## src/rtl/frame_reader.sv

```systemverilog
// Raster scan-out of a colour RAM into a 2-entry {x,y,colour} FIFO with a
// valid/ready pixel interface. Each RAM read carries its tag through the read latency.
module frame_reader #(
  parameter int WIDTH       = 160,
  parameter int HEIGHT      = 120,
  parameter int RAM_LATENCY = 1
) (
  input  logic        iClock,
  input  logic        iReset,
  input  logic        iStart,
  output logic [14:0] oRamAddr,
  input  logic [2:0]  iRamData,
  output logic [7:0]  oX,
  output logic [6:0]  oY,
  output logic [2:0]  oColour,
  output logic        oPlot,
  input  logic        iReady,
  output logic        oBusy,
  output logic        oDone
);
  typedef enum logic [1:0] {IDLE, RUN, DRAIN} state_t;
  typedef struct packed { logic [6:0] y; logic [7:0] x; } tag_t;
  typedef struct packed { logic [7:0] x; logic [6:0] y; logic [2:0] c; } pix_t;

  localparam logic [7:0] XLAST = 8'(WIDTH - 1);
  localparam logic [6:0] YLAST = 7'(HEIGHT - 1);

  state_t state, state_nxt;
  logic   done_nxt;
  logic [7:0]  x;
  logic [6:0]  y;
  logic [14:0] addr_q;
  logic [RAM_LATENCY-1:0] vld_pipe;
  tag_t   tag_pipe [RAM_LATENCY];
  pix_t   fifo [2];
  logic   wp, rp;
  logic [1:0] cnt;
  logic [2:0] occ;
  logic   xfer, issue, last_addr, last_xfer, cap;
  tag_t   cap_tag;

  assign oPlot     = (cnt != 2'd0);
  assign xfer      = oPlot & iReady;
  assign cap       = vld_pipe[RAM_LATENCY-1];
  assign cap_tag   = tag_pipe[RAM_LATENCY-1];
  // A pop in this same cycle frees a slot, so it is subtracted before the limit test
  assign occ       = 3'(cnt) + 3'($countones(vld_pipe));
  assign issue     = (state == RUN) && ((occ - 3'(xfer)) < 3'd2);
  assign last_addr = (x == XLAST) && (y == YLAST);
  assign last_xfer = xfer && (cnt == 2'd1) && (vld_pipe == '0);
  assign oRamAddr  = issue ? {y, x} : addr_q;
  assign oBusy     = (state != IDLE);
  assign oX        = fifo[rp].x;
  assign oY        = fifo[rp].y;
  assign oColour   = fifo[rp].c;

  always_comb begin
    state_nxt = state;
    done_nxt  = 1'b0;
    case (state)
      IDLE:    if (iStart) state_nxt = RUN;
      RUN:     if (issue && last_addr) state_nxt = DRAIN;
      DRAIN:   if (last_xfer) begin
                 state_nxt = IDLE;
                 done_nxt  = 1'b1;
               end
      default: state_nxt = IDLE;
    endcase
  end

  always_ff @(posedge iClock or posedge iReset) begin
    if (iReset) begin
      state <= IDLE;
      oDone <= 1'b0;
    end else begin
      state <= state_nxt;
      oDone <= done_nxt;
    end
  end

  always_ff @(posedge iClock or posedge iReset) begin
    if (iReset) begin
      x      <= '0;
      y      <= '0;
      addr_q <= '0;
    end else if (state == IDLE && iStart) begin
      x <= '0;
      y <= '0;
    end else if (issue) begin
      addr_q <= {y, x};
      if (x == XLAST) begin
        x <= '0;
        y <= (y == YLAST) ? 7'd0 : y + 7'd1;
      end else begin
        x <= x + 8'd1;
      end
    end
  end

  always_ff @(posedge iClock or posedge iReset) begin
    if (iReset) begin
      vld_pipe <= '0;
      for (int i = 0; i < RAM_LATENCY; i++) tag_pipe[i] <= '0;
    end else begin
      vld_pipe[0] <= issue;
      tag_pipe[0] <= '{y: y, x: x};
      for (int i = 1; i < RAM_LATENCY; i++) begin
        vld_pipe[i] <= vld_pipe[i-1];
        tag_pipe[i] <= tag_pipe[i-1];
      end
    end
  end

  always_ff @(posedge iClock or posedge iReset) begin
    if (iReset) begin
      fifo[0] <= '0;
      fifo[1] <= '0;
      wp      <= 1'b0;
      rp      <= 1'b0;
      cnt     <= '0;
    end else begin
      if (cap) begin
        fifo[wp] <= '{x: cap_tag.x, y: cap_tag.y, c: iRamData};
        wp       <= ~wp;
      end
      if (xfer) rp <= ~rp;
      cnt <= cnt + 2'(cap) - 2'(xfer);
    end
  end

endmodule

```

## config.mk

```make
export PLATFORM = sky130hd
export DESIGN_NAME = frame_reader
export DESIGN_NICKNAME = d
export VERILOG_FILES = /design/src/rtl/frame_reader.sv
export SDC_FILE = /design/constraint.sdc
export NUM_CORES = 1
export LEC_CHECK = 0
export ABC_AREA = 1
export CAP_MARGIN = 15
export CORE_ASPECT_RATIO = 2
export CORE_MARGIN = 5
export CORE_UTILIZATION = 51
export CTS_CLUSTER_DIAMETER = 30
export DETAILED_ROUTE_END_ITERATION = 10
export PLACE_DENSITY_LB_ADDON = 0.12
export SETUP_SLACK_MARGIN = 0.2
export SLEW_MARGIN = 5
export SYNTH_ARGS = -nofsm -noshare
export SYNTH_HDL_FRONTEND = slang
export SYNTH_SLANG_ARGS = --single-unit
```

## constraint.sdc

```tcl
create_clock -name iClock -period 4.2 [get_ports iClock]
set_input_delay 0.63 -clock iClock [delete_from_list [all_inputs] [get_ports iClock]]
set_output_delay 0.63 -clock iClock [all_outputs]
set_load 0.02 [all_outputs]
```

==> flow_metrics.tcl <==
set metrics [dict create \
    status "finished, final reports clean" \
    slew_headroom_pct 30.8 \
    highest_layer "met4" \
    drt_iter0_markers 136 \
    synth_seq_cells 89 \
    drv_slew 0 \
    crit_path_max_incr_delay_ns 0.60 \
    met3_length_um 331 \
    dieArea_um2 9450 \
    grt_pass1_wl_um 13300 \
    yosys-top-cells-area "dfrtp_1 58%, nand2_1 15%, o21ai_0 6.1%" \
    boundaryPins 43 \
    grt_max_degree 50 \
    cts_tree "yes" \
    synth_area_um2 3830 \
    skew_ns 0.00585 \
    synth_top_family_by_area "simple AND/OR/NAND/NOR gates" \
    avgRoutedWirePerCell_um 13.1 \
    drt-total-wl_um 7660 \
    htreeDepth 3 \
    arrival_ns 3.26 \
    crit_chain "or2_2 > nand2_1 > xor2_1 > ha_1 > inv_1 > fa_1 > inv_1 > nor2_4 > nand2_4 > inv_4 > nand2_1 > nand2_1 > clkdlybuf4s50_1" \
    cpMaxStageDelayCell "clkdlybuf4s50_1" \
    overflow 0 \
    synth-edff-count 0 \
    synth_nets 457 \
    synthFlopType "dfrtp_1" \
    routabilityCongestion 0.795 \
    cts_made_buffers 9 \
    fin_nets 497 \
    synth_xor_area_share_pct 0.457 \
    cts.sinks 89 \
    path_class "flip-flop to primary output" \
    fillers 639 \
    async_flop_share_pct 100 \
    critPathBufInv 4 \
    yosysWarningCount 0 \
    post_cts_buffers 0 \
    grt_pass1_vias 2907 \
    chipWidth_um 71.3 \
    synthMuxAreaShare_pct 0 \
    synth_compound_gate_area_share_pct 10.1 \
    max_freq_ghz 0.257 \
    cp_common_cell "nand2_1" \
    synth_top_area_share_pct 58.1 \
    peakVddDrop_uv 697 \
    start_util_pct 52.3 \
    grt_usage_pct 17.7 \
    yosysMostFrequentCell "nand2_1" \
    yosysSeqAreaShare_pct 58.1 \
    cts_buffer_depth 2 \
    setup_ws_ns 0.305 \
    critPathMaxFanout 16 \
    m1WireLength_um 3200 \
    tightest_slew_ns 1.04 \
    leakage_uw 0.00245 \
    synth_cells 446 \
    synth_commonest_cells "151 x nand2_1, 89 x dfrtp_1, 47 x o21ai_0, 43 x inv_1, 25 x o21ai_1" \
    path_clk_slew_ns 0.06 \
    rows 44 \
    drive_above_1_share_pct 7.33 \
    finalSetupViolations 0 \
    synthAdderAreaFrac_pct 1.50 \
    avgSynthCellArea_um2 8.59 \
    antennaDiodeCount 0 \
    endpoint_kind "primary output" \
    dp_hpwl_um 5250 \
    hold_class "flip-flop to flip-flop" \
    hold_viol_final 0 \
    die_h_um 133 \
    core_area_um2 7320 \
    clk_latency_ns 0.33 \
    synth_area_leader_cell "dfrtp_1" \
    drt.antenna.violating_nets 0 \
    yosys.area_share.simple_pct 22.8 \
    cts_root_buf "clkbuf_16" \
    fin_crit_ns 3.89 \
    grt_setup_unrepaired "yes" \
    vias 2955 \
    viasPerCell 5.07 \
    fin_tns_setup_ns 0 \
    p_per_area_nw_per_um2 834 \
    period_share_pct 92.7 \
    crit_family "buffers and inverters" \
    wl_met2_um 3870 \
    place.port_buffers 42 \
    syn2layout_area_growth_pct 22.6 \
    critPathLaunchType "flip-flop" \
    first_pass_iters 4 \
    drc 0 \
    place_ws_ns 0.226 \
    synth_cell_types 26 \
    dp_cells 567 \
    antenna_found_initial 0 \
    critPathRequiredTime_ns 3.57 \
    drv_cap 0 \
    instances_no_fill 583 \
]
sequential cells by signal, summed over array words and instances, names as in the netlist:
register / cells
fifo: 36
y: 7
cap: 1
cnt: 2
x: 8
rp: 1
oDone: 1
state: 2
wp: 1
addr_q: 15
cap_tag: 15
power by group:
part	switching, µW	internal [µW]
registers	186	1140
logic	1030	634
clock network	311	615
per-layer routing:
layer  track usage [%]  up-vias
li1                  -     1480
met1              21.0     1382
met2              28.9       72
met3              3.87       21
met4              10.6        0
met5                 0        -
repair_timing:
item,CTS,global route
hold endpoints to repair,0,0
gates resized for setup,7,8
hold buffers,0,0
endpoints found under the setup margin,7,8
cells by family (layout without fill, tap and decap cells):
group,Yosys count,in the layout
and+or+nand+nor,210,210
DFF,89,89
AOI/OAI and AO/OA,77,77
buffers and inverters,64,109
adders and majority gates,4,4
xor gates and xnor gates,2,2
final cells by class:
cell class              count  area, µm²  share of cell area (%)
clock buffers              12        256                    5.46
clock inverters             4       98.8                    2.10
inverters                  48        184                    3.92
multi-input cells         293       1340                    28.5
flip-flops and latches     89       2230                    47.4
well taps                  92        115                    2.45
repair buffers             45        477                    10.2
stage by stage:
stage / power [µW] / cell area [µm²] / hold WS, ns / utilization [%]
after CTS: 3970 / 4680 / 0.425 / 63.9
after global routing: 4200 / 4700 / 0.443 / 64.1
after floorplan: 2430 / 3830 / 0.374 / -
after detailed placement: 3070 / 4330 / 0.413 / 59.1
after global placement: 3040 / 4330 / 0.403 / 59.1
final: 3920 / 4700 / 0.428 / 64.1
path summary, 6_finish.rpt:
kind                            depth (start not counted)  slack [ns]           to   start
worst max-delay path                                   13        0.31  oRamAddr[9]  cnt[1]
worst min-delay path                                    0        0.43  cap_tag[13]    y[5]
worst max register to register                         15        1.37         y[6]  cnt[1]
worst min register to register                          0        0.43  cap_tag[13]    y[5]
max in group asynchronous                               3        2.74       cnt[1]  iReset
min in group asynchronous                               2        0.78     fifo[15]  iReset
layout by cell type, fill, tap and decap left out, drive strengths merged, types with 3 or more instances in the layout:
master and count:
clkdlybuf4s50 28, bufinv 3, nand4 3, buf 3, dfrtp 89, nor2 28
nand2 158, dlygate4sd2 7, a21oi 4, o21ai 72, dlymetal6s2s 7, inv 47
nand3 16, clkbuf 12, ha 3
Power figures use the tool's default switching activity.
